`src/rtl/idft_pkg.sv`:
```
// Shared constants, state encoding and width helpers for the inverse-DFT synthesis block.
package idft_pkg;

  // Q2.14 twiddle format: +1.0 is 16384.
  localparam int unsigned FRAC_BITS = 14;
  localparam int          ONE_Q14   = 16384;

  typedef enum logic [1:0] {
    StLoad,
    StCalc,
    StEmit
  } state_e;

  // Wide enough to sum N full-scale products without overflow.
  function automatic int unsigned acc_width(input int unsigned in_w, input int unsigned tw_w,
                                            input int unsigned log2n);
    return in_w + tw_w + log2n + 1;
  endfunction

endpackage

```
`src/rtl/idft_synth_twiddle_rom.sv`:
```
// Combinational cos/sin table for an N-point transform, Q2.14, rounded to nearest.
// Values come from a 64-point quarter-wave sine table, so every supported N (4..64)
// picks an exact subset of those rounded entries.
module idft_synth_twiddle_rom
  import idft_pkg::*;
#(
  parameter int unsigned N     = 8,
  parameter int unsigned LOG2N = 3,
  parameter int unsigned TW_W  = 16
) (
  input  logic        [LOG2N-1:0] i_idx,
  output logic signed [TW_W-1:0]  o_cos,
  output logic signed [TW_W-1:0]  o_sin
);

  localparam int unsigned Step = 64 / N;

  logic [5:0]         w_j_sin;
  logic [5:0]         w_j_cos;
  logic signed [15:0] w_sin16;
  logic signed [15:0] w_cos16;

  // round(16384 * sin(2*pi*r/64)) for r = 0..16
  function automatic logic signed [15:0] quarter_sin(input logic [4:0] r);
    logic signed [15:0] v;
    case (r)
      5'd0:    v = 16'sd0;
      5'd1:    v = 16'sd1606;
      5'd2:    v = 16'sd3196;
      5'd3:    v = 16'sd4756;
      5'd4:    v = 16'sd6270;
      5'd5:    v = 16'sd7723;
      5'd6:    v = 16'sd9102;
      5'd7:    v = 16'sd10394;
      5'd8:    v = 16'sd11585;
      5'd9:    v = 16'sd12665;
      5'd10:   v = 16'sd13623;
      5'd11:   v = 16'sd14449;
      5'd12:   v = 16'sd15137;
      5'd13:   v = 16'sd15679;
      5'd14:   v = 16'sd16069;
      5'd15:   v = 16'sd16305;
      5'd16:   v = 16'(ONE_Q14);
      default: v = 16'sd0;
    endcase
    return v;
  endfunction

  // Full-circle sine on a 64-step angle via quadrant folding.
  function automatic logic signed [15:0] sin64(input logic [5:0] j);
    logic [4:0]         r;
    logic signed [15:0] v;
    r = {1'b0, j[3:0]};
    case (j[5:4])
      2'd0:    v = quarter_sin(r);
      2'd1:    v = quarter_sin(5'd16 - r);
      2'd2:    v = -quarter_sin(r);
      default: v = -quarter_sin(5'd16 - r);
    endcase
    return v;
  endfunction

  assign w_j_sin = 6'(i_idx) * 6'(Step);
  assign w_j_cos = w_j_sin + 6'd16;

  // Table lookup; cos is sine advanced by a quarter turn, so cos(0) is exactly ONE_Q14.
  always_comb begin
    w_sin16 = sin64(w_j_sin);
    w_cos16 = sin64(w_j_cos);
  end

  assign o_sin = TW_W'(w_sin16);
  assign o_cos = TW_W'(w_cos16);

endmodule

```
`src/rtl/idft_synth.sv`:
```
// Inverse DFT synthesis: loads N complex bins, then computes one real sample per N-cycle
// MAC pass and hands each out over a valid/ready port.
module idft_synth
  import idft_pkg::*;
#(
  parameter int unsigned N     = 8,
  parameter int unsigned LOG2N = 3,
  parameter int unsigned IN_W  = 16,
  parameter int unsigned OUT_W = 11,
  parameter int unsigned TW_W  = 16
) (
  input  logic                    clk,
  input  logic                    rst_n,
  input  logic                    in_valid,
  output logic                    in_ready,
  input  logic signed [IN_W-1:0]  in_re,
  input  logic signed [IN_W-1:0]  in_im,
  output logic                    out_valid,
  input  logic                    out_ready,
  output logic signed [OUT_W-1:0] out_sample,
  output logic                    out_last,
  output logic                    busy
);

  localparam int unsigned AccW  = acc_width(IN_W, TW_W, LOG2N);
  localparam int unsigned ProdW = IN_W + TW_W;
  localparam int unsigned Shift = FRAC_BITS + LOG2N;

  localparam logic [LOG2N-1:0]       KMax      = LOG2N'(N - 1);
  localparam logic signed [AccW-1:0] RoundBias = AccW'(1) <<< (Shift - 1);
  localparam logic signed [AccW-1:0] SatMax    = AccW'((2 ** (OUT_W - 1)) - 1);
  localparam logic signed [AccW-1:0] SatMin    = AccW'(-(2 ** (OUT_W - 1)));

  // Bin storage: never reset, always fully rewritten in LOAD before use.
  logic signed [IN_W-1:0] r_bin_re [N];
  logic signed [IN_W-1:0] r_bin_im [N];

  state_e                  r_state;
  logic [LOG2N-1:0]        r_kcnt;
  logic [LOG2N-1:0]        r_n;
  logic signed [AccW-1:0]  r_acc;
  logic                    r_in_ready;
  logic                    r_out_valid;
  logic signed [OUT_W-1:0] r_out_sample;
  logic                    r_out_last;
  logic                    r_busy;

  logic                    w_in_fire;
  logic [2*LOG2N-1:0]      w_kn;
  logic [LOG2N-1:0]        w_tw_idx;
  logic signed [TW_W-1:0]  w_cos;
  logic signed [TW_W-1:0]  w_sin;
  logic signed [IN_W-1:0]  w_bin_re;
  logic signed [IN_W-1:0]  w_bin_im;
  logic signed [ProdW-1:0] w_prod_re;
  logic signed [ProdW-1:0] w_prod_im;
  logic signed [AccW-1:0]  w_term;
  logic signed [AccW-1:0]  w_sum;
  logic signed [AccW-1:0]  w_scaled;
  logic signed [OUT_W-1:0] w_sat;

  assign w_in_fire = in_valid && r_in_ready;

  // Twiddle index is (k*n) mod N, i.e. the low LOG2N bits of the product.
  assign w_kn     = (2 * LOG2N)'(r_kcnt) * (2 * LOG2N)'(r_n);
  assign w_tw_idx = w_kn[LOG2N-1:0];

  idft_synth_twiddle_rom #(
    .N     (N),
    .LOG2N (LOG2N),
    .TW_W  (TW_W)
  ) u_twiddle_rom (
    .i_idx (w_tw_idx),
    .o_cos (w_cos),
    .o_sin (w_sin)
  );

  // Capture each accepted bin at its kcnt slot.
  always_ff @(posedge clk) begin
    if (w_in_fire) begin
      r_bin_re[r_kcnt] <= in_re;
      r_bin_im[r_kcnt] <= in_im;
    end
  end

  // MAC term, running sum, rounding/scaling and saturation of the finished sample.
  always_comb begin
    w_bin_re  = r_bin_re[r_kcnt];
    w_bin_im  = r_bin_im[r_kcnt];
    w_prod_re = w_bin_re * w_cos;
    w_prod_im = w_bin_im * w_sin;
    w_term    = AccW'(w_prod_re) - AccW'(w_prod_im);
    w_sum     = r_acc + w_term;
    w_scaled  = (w_sum + RoundBias) >>> Shift;
    if (w_scaled > SatMax) begin
      w_sat = SatMax[OUT_W-1:0];
    end else if (w_scaled < SatMin) begin
      w_sat = SatMin[OUT_W-1:0];
    end else begin
      w_sat = w_scaled[OUT_W-1:0];
    end
  end

  // Control FSM with registered handshake and status outputs.
  always_ff @(posedge clk or negedge rst_n) begin
    if (!rst_n) begin
      r_state      <= StLoad;
      r_kcnt       <= '0;
      r_n          <= '0;
      r_acc        <= '0;
      r_in_ready   <= 1'b0;
      r_out_valid  <= 1'b0;
      r_out_sample <= '0;
      r_out_last   <= 1'b0;
      r_busy       <= 1'b0;
    end else begin
      case (r_state)
        StLoad: begin
          r_in_ready <= 1'b1;
          if (w_in_fire) begin
            if (r_kcnt == KMax) begin
              r_kcnt     <= '0;
              r_n        <= '0;
              r_acc      <= '0;
              r_in_ready <= 1'b0;
              r_busy     <= 1'b1;
              r_state    <= StCalc;
            end else begin
              r_kcnt <= r_kcnt + 1'b1;
            end
          end
        end
        StCalc: begin
          r_acc  <= w_sum;
          r_kcnt <= r_kcnt + 1'b1;
          if (r_kcnt == KMax) begin
            r_kcnt       <= '0;
            r_out_valid  <= 1'b1;
            r_out_sample <= w_sat;
            r_out_last   <= (r_n == KMax);
            r_state      <= StEmit;
          end
        end
        StEmit: begin
          if (out_ready) begin
            r_out_valid <= 1'b0;
            r_out_last  <= 1'b0;
            if (r_n == KMax) begin
              r_n        <= '0;
              r_busy     <= 1'b0;
              r_in_ready <= 1'b1;
              r_state    <= StLoad;
            end else begin
              r_n     <= r_n + 1'b1;
              r_acc   <= '0;
              r_state <= StCalc;
            end
          end
        end
        default: begin
          r_state <= StLoad;
        end
      endcase
    end
  end

  assign in_ready   = r_in_ready;
  assign out_valid  = r_out_valid;
  assign out_sample = r_out_sample;
  assign out_last   = r_out_last;
  assign busy       = r_busy;

endmodule

```
`config.mk`:
```
export PLATFORM = sky130hd
export DESIGN_NAME = idft_synth
export DESIGN_NICKNAME = d
export VERILOG_FILES = /design/src/rtl/idft_pkg.sv /design/src/rtl/idft_synth_twiddle_rom.sv /design/src/rtl/idft_synth.sv
export SDC_FILE = /design/constraint.sdc
export NUM_CORES = 2
export LEC_CHECK = 0
export CORE_MARGIN = 2
export CORE_UTILIZATION = 41
export CTS_BUF_LIST = sky130_fd_sc_hd__clkbuf_4 sky130_fd_sc_hd__clkbuf_8 sky130_fd_sc_hd__clkbuf_16
export DETAILED_ROUTE_END_ITERATION = 10
export GPL_ROUTABILITY_DRIVEN = 1
export PLACE_DENSITY = 0.54
export SLEW_MARGIN = 20
export SYNTH_ARGS = -nofsm -noshare
export SYNTH_HDL_FRONTEND = slang
export SYNTH_SLANG_ARGS = --single-unit
```
`constraint.sdc`:
```
create_clock -name clk -period 20.2 [get_ports clk]
set_input_delay 3.03 -clock clk [delete_from_list [all_inputs] [get_ports clk]]
set_output_delay 3.03 -clock clk [all_outputs]
set_load 0.01 [all_outputs]
```
# Word-level counts from Yosys, hierarchy flattened
# Memories as Yosys holds them, arrays and structs flattened.
# Index checks and enable logic that the tools add are counted.
[classes]
addsub = 12
mul = 3
magnitude_cmp = 2
n_eq_ne = 14
mux = 43
reduce_logical = 18
[ops]
columns = ["cell", "count"]
rows = [
  ["36-bit 2-to-1 mux", 4],
  ["36-bit one-hot mux with 3 select lines", 1],
  ["16-bit one-hot mux with 3 select lines", 2],
  ["16-bit by 16-bit multiplier with 32-bit output", 2],
  ["16-bit 2-to-1 mux", 4],
  ["16-bit negation", 4],
  ["36-bit by 18-bit adder with 36-bit output, second input constant", 1],
  ["36-bit by 33-bit adder with 36-bit output", 1],
  ["32-bit by 32-bit subtractor with 33-bit output", 1],
  ["11-bit 2-to-1 mux", 2],
  ["19-bit by 11-bit > comparator with 1-bit output, second input constant", 1],
  ["19-bit by 11-bit less-than comparator with 1-bit output, second input constant", 1],
  ["3-bit 2-to-1 mux", 6],
  ["1-bit 2-to-1 mux", 13],
  ["2-bit inequality test, second input constant", 6],
  ["3-bit one-hot mux with 2 select lines", 2],
  ["5-bit AND reduction", 2],
  ["5-bit by 4-bit subtractor with 5-bit output, first input constant", 2],
  ["2-bit 2-to-1 mux", 4],
  ["1-bit one-hot mux with 2 select lines", 4],
  ["4-bit AND reduction", 2],
  ["3-bit by 1-bit adder with 3-bit output, second input constant", 2],
  ["6-bit by 5-bit adder with 6-bit output, second input constant", 1],
  ["2-bit by 1-bit == test with 1-bit output, second input constant", 3],
  ["11 further kinds", 21],
]
[word_totals]
register_bits = 59
ram_bits = 256
romBits = 2816
in_bits = 36
output_inout_bits = 15
wordCells = 111
mem_count = 10
[mem_list]
columns = ["name", "depth", "width", "rd", "rd_ports_with_merged_regs", "write_ports", "line_no", "text"]
rows = [
  ["(no name shown)", 32, 15, 1, 0, 0, "idft_synth_twiddle_rom.sv:26", "case (r)"],
  ["(no name shown)", 32, 15, 1, 0, 0, "idft_synth_twiddle_rom.sv:26", ""],
  ["(no name shown)", 32, 15, 1, 0, 0, "idft_synth_twiddle_rom.sv:26", ""],
  ["(no name shown)", 32, 15, 1, 0, 0, "idft_synth_twiddle_rom.sv:26", ""],
  ["(no name shown)", 16, 14, 1, 0, 0, "idft_synth_twiddle_rom.sv:26", ""],
  ["(no name shown)", 16, 14, 1, 0, 0, "idft_synth_twiddle_rom.sv:26", ""],
  ["+4 memories", "--", "--", "--", "--", "--", "--", ""],
]

# Longest topological paths before layout
[depth]
word_depth = 14
mapped_depth = 43
ltp_nobuf = 40

# By module
# Synthesis repeated with hierarchy kept, for this count alone.
[hier_totals]
cells_unflattened = 3217
area_unflattened_um2 = 35267.6
[modules_own_cells]
columns = ["mod", "n_inst", "cells_each", "area_each_um2", "seq_area_each_um2"]
rows = [
  ["idft_synth", 1, 3184, 35013.6, 9163.8],
  ["idft_synth_twiddle_rom", 1, 33, 254.0, 0.0],
]

# Worst setup path before layout
# No wires, ideal clock.
[synth_path]
path_kind = "flip-flop to flip-flop"
start = "register r_kcnt[1]"
end = "register r_out_sample[0], in the netlist out_sample[0]"
setup_time_ps = 67
arrival_ps = 12439
t_required_ps = 20133
slack_ps = 7695
path_stages_with_launch = 37
n_path_buf = 3
synth_period_minus_slack_ps = 12505
cell_sequence = "dfrtp_1 > buf_1 > and2_1 > ha_1 > xor2_1 > xnor2_1 > inv_1 > ha_1 > clkbuf_1 > o21ai_0 > inv_1 > fa_1 > inv_1 > fa_1 > inv_1 > fa_1 > inv_1 > fa_1 > fa_1 > fa_1 > fa_1 > inv_1 > fa_1 > inv_1 > ha_1 > buf_2 > a211o_1 > a21o_1 > a22o_1 > a211o_1 > a211o_1 > nor3_2 > nand3_1 > a2111oi_0 > nor3_1 > nor4_4 > a221o_1"
[synth_via]
elab_chain_len = 11
elab_cells_between_ends = 23
cone_classes = "add/sub: 4; mul: 3; order compare: 2; eq/ne: 5; mux: 4; reduce/logical: 3; memory: 2"
[synth_lines]
columns = ["item", "line_no", "text"]
rows = [
  ["start: declaration", "idft_synth.sv:39", "logic [LOG2N-1:0] r_kcnt;"],
  ["start signal: assignment", "idft_synth.sv:129", "r_kcnt <= r_kcnt + 1'b1;"],
  ["start signal: assignment", "idft_synth.sv:135", "r_kcnt <= r_kcnt + 1'b1;"],
  ["3-bit by 3-bit multiplier with 3-bit output", "idft_synth.sv:65", "assign w_kn = (2 * LOG2N)'(r_kcnt) * (2 * LOG2N)'(r_n);"],
  ["6-bit by 5-bit adder with 6-bit output", "idft_synth_twiddle_rom.sv:64", "assign w_j_cos = w_j_sin + 6'd16;"],
  ["2-bit == test (tied with other cells)", "idft_synth_twiddle_rom.sv:54", "case (j[5:4])"],
  ["16-bit one-hot mux with 3 select lines", "idft_synth_twiddle_rom.sv:54", ""],
  ["16-bit by 16-bit multiplier with 32-bit output", "idft_synth.sv:90", "w_prod_re = w_bin_re * w_cos;"],
  ["32-bit by 32-bit subtractor with 33-bit output", "idft_synth.sv:92", "w_term = AccW'(w_prod_re) - AccW'(w_prod_im);"],
  ["36-bit by 33-bit adder with 36-bit output", "idft_synth.sv:93", "w_sum = r_acc + w_term;"],
  ["36-bit by 18-bit adder with 36-bit output", "idft_synth.sv:94", "w_scaled = (w_sum + RoundBias) >>> Shift;"],
  ["19-bit by 11-bit less-than comparator with 1-bit output", "idft_synth.sv:97", "end else if (w_scaled < SatMin) begin"],
  ["11-bit 2-to-1 mux", "idft_synth.sv:97", ""],
  ["11-bit 2-to-1 mux", "idft_synth.sv:95", "if (w_scaled > SatMax) begin"],
  ["end signal: assignment", "idft_synth.sv:139", "r_out_sample <= w_sat;"],
  ["end: declaration", "idft_synth.sv:44", "logic signed [OUT_W-1:0] r_out_sample;"],
]
# Several ways; a longest one is shown, not always the timed one.
# A chain may end at the register's enable or synchronous reset.

# Worst setup path in the final report
[layout_path]
start = "register r_kcnt[0]"
end = "register r_out_sample[3], in the netlist out_sample[3]"
[layout_via]
elab_chain_len = 14
elab_cells_between_ends = 41
cone_classes = "add/sub: 10; mul: 3; order compare: 2; eq/ne: 5; mux: 8; reduce/logical: 3; memory: 10"
[layout_lines]
columns = ["item", "line_no", "text"]
rows = [
  ["3-bit by 3-bit multiplier with 3-bit output", "idft_synth.sv:65", ""],
  ["6-bit by 5-bit adder with 6-bit output", "idft_synth_twiddle_rom.sv:64", ""],
  ["5-bit by 4-bit subtractor with 5-bit output", "idft_synth_twiddle_rom.sv:56, idft_synth_twiddle_rom.sv:58", ""],
  ["memory 32 x 15 bit", "--", ""],
  ["16-bit 2-to-1 mux", "idft_synth_twiddle_rom.sv:54", ""],
  ["16-bit negation", "idft_synth_twiddle_rom.sv:58", "default: v = -quarter_sin(5'd16 - r);"],
  ["16-bit one-hot mux with 3 select lines", "idft_synth_twiddle_rom.sv:54", ""],
  ["16-bit by 16-bit multiplier with 32-bit output", "idft_synth.sv:90", ""],
  ["32-bit by 32-bit subtractor with 33-bit output", "idft_synth.sv:92", ""],
  ["36-bit by 33-bit adder with 36-bit output", "idft_synth.sv:93", ""],
  ["36-bit by 18-bit adder with 36-bit output", "idft_synth.sv:94", ""],
  ["19-bit by 11-bit less-than comparator with 1-bit output", "idft_synth.sv:97", ""],
  ["11-bit 2-to-1 mux", "idft_synth.sv:97", ""],
  ["11-bit 2-to-1 mux", "idft_synth.sv:95", ""],
]
# Several ways; a longest one is shown, not always the timed one. The select of a mux whose other input is x is not followed.

==> run metrics <==
status=finished clean; H-Tree Depth=2; Final Hold Fails=0; clk root buf=clkbuf_16; Syn Area/Cell=~11 um^2; Residual DRC=0; WHS Endpoint=r_acc[15]; CTS clock-pin slew for the worst setup and hold paths=0.06 ns; most frequent cells in the layout=inv_1, fa_1, edfxtp_1, ha_1, nor2_1; Reg2Reg Capture Point=out_sample[3]; Final period util=60.85%; mux contribution to synthesized area=less than 1%; Slew @ Worst Pin=~1.1 ns; hold_sp=r_acc[15]; Net count, final=3861; slowest CP cell=a2111oi_0; nature of the critical path endpoint=flop; GP Congestion=0.9460; # resized after CTS=0; Setup Buffers After CTS=0; max-capacitance violation count=0; RSZ-0062 raised after global routing=false; cells on worst reg2reg path=32; Startpoint Class=flop; total gr overflow=0; Post-synth EDFFs=around 260; TritonCTS Sinks=315; Die Span Y=between 200 and 300 um; Routed Antenna Nets=0; Synth Register Bits=315; CP peak stage delay=slightly below 0.9 ns; asr flop ratio synth=18.73%; CTS tree=yes; most common cell after layout, fill and taps aside=inv_1; TritonCTS Buffers=37; Syn-to-layout area delta=9.773%; # hold bufs at CTS=0; CP delay by family, top=adder cells; CP Class=flop to flop; Max Fclk=81.36 MHz; Detailed Route WL=between 90 and 100 mm; Synth Area in Adders=42.87%; Initial Utilization=41.33%; Boundary Pins=51; Final min period=12.29 ns; Setup TNS Final=0 ns; register area share after synthesis=28.11%; post-synthesis compound-gate area fraction=8.333%; filler cell count in the final layout=7421; max_slew headroom=about a quarter; most used cell along the critical path=fa_1; Core ar.=78870 um^2; routed vias=around 21000; worst r2r src=r_kcnt[0]; main combinational cell family by area after synthesis=adder cells; Yosys cell types=79; clock latency on the worst-skew pair=a little under 0.6 ns; antenna cells=0; Synth Area in XOR/XNOR=3.489%; Via density=between 5 and 6; global-route wire length before repair=140.9 mm; Post-DP HPWL=71.74 mm; max-slew violations=0; maximum buffer depth of the clock tree=3; simple logic cell fraction of the synthesized area=7.665%; worst hold path type=flop to flop; YS warnings=0; Die X=between 200 and 300 um; initial antenna violation count=1; top_reg_cell synth=edfxtp_1; Arr. time, crit path=12.81 ns; Netlist Area Pre-Place=32600 um^2; initial DRC count=1414; Syn Nets=3812; Total GRT Usage=between 20% and 30%; Setup violations, final=0; drt wl/cell=21.95 um; flop-to-flop setup slack=7.91 ns; CP Data Required Time=20.72 ns; port bufs=50; crit-path max FO=14; largest net degree at the start of global routing=54; vias in the first global route=23678; 1st-pass router iterations=8; Cells on Worst Hold Path=1; Clock Skew=0.04534 ns; row count=about 100; Critical path buffers and inverters=6; share of cells above drive strength 1=under 10%; Cells after Synth=between 2000 and 3000; die area=81770 um^2
## synth_stat cells, drive strengths merged (11+ instances only)
library cell | count | area [um^2]
nand2 | 164 | 615.6
o22a | 15 | 131.4
fa | 553 | 11070
a21o | 26 | 195.2
clkbuf | 61 | 229.0
ha | 228 | 2853
o22ai | 111 | 694.4
edfxtp | 256 | 7687
nor2 | 206 | 773.2
buf | 20 | 85.08
o21ai | 80 | 411.7
or2 | 21 | 131.4
nor3 | 28 | 150.1
xor2 | 48 | 420.4
nor2b | 15 | 93.84
inv | 715 | 2684
a21oi | 78 | 397.9
nand3 | 49 | 245.2
dfrtp | 59 | 1476
a22o | 13 | 113.9
xnor2 | 81 | 716.9
a221o | 11 | 110.1
## worst max path at each step
stage	from	endpoint	slack, ns	cells after the start
global placement	r_kcnt[0]	out_sample[2]	8.37	33
finish	r_kcnt[0]	out_sample[3]	7.91	32
global route	r_kcnt[0]	out_sample[7]	7.19	32
detailed placement	r_kcnt[0]	out_sample[3]	8.13	33
floorplan	r_kcnt[1]	out_sample[0]	7.69	36
CTS	r_kcnt[0]	out_sample[3]	8.09	33
## cell type report
type,instances,area (um^2),share of cell area [%]
multi-input combinational,1882,20510,57.32
tap,1050,1314,3.672
clock inverter,24,311.5,0.8707
sequential,315,9164,25.61
inverter,717,2691,7.522
timing repair buffer,91,803.3,2.245
clock buffer,43,988.4,2.762
## state kept, by name (all words and copies together), names as in the netlist
signal and flops:
busy 1, in_ready 1, out_last 1, out_sample 11
out_valid 1, r_acc 36, r_bin_im 128, r_bin_re 128
r_kcnt 3, r_n 3, r_state 2
## cell families after synthesis
group           count (synthesis)
buf+inv                       798
fa+ha+maj                     786
simple gates                  547
compound gates                410
flops                         315
xor+xnor                      129
mux                            10
## worst reg2reg max path, delay by kind of cell (launching register included)
kind	cells	cell delay, ns
adder cells (fa/ha/maj)	10	4.53
AND/OR/NAND/NOR	9	2.47
XOR/XNOR	4	1.73
AO/OA/AOI/OAI	3	1.63
buffers and inverters	6	1.37
flip-flops	1	0.52
## metal layers
layer,vias to the layer above,track usage [%],share of wire [%]
li1,9663,-,-
met1,11082,29.67,41
met2,561,39.66,50
met3,132,4.139,5.6
met4,2,6.990,3.1
met5,-,0,0.014
## through the flow
step	cells	hold slack, ns	cell area (um^2)	util [%]	worst slack (ns)
finish	4122	0.4908	35780	45.37	7.908
global route	4122	0.5148	35780	45.37	7.188
CTS	4122	0.4935	35780	45.37	8.091
detailed placement	4055	0.4789	34480	43.72	8.131
global placement	4055	0.4755	34480	43.72	8.367
floorplan	2995	0.4498	32600	-	7.695
Power is not shown: default switching activity piles up to over one toggle a cycle in this logic, so the estimate is an artifact.
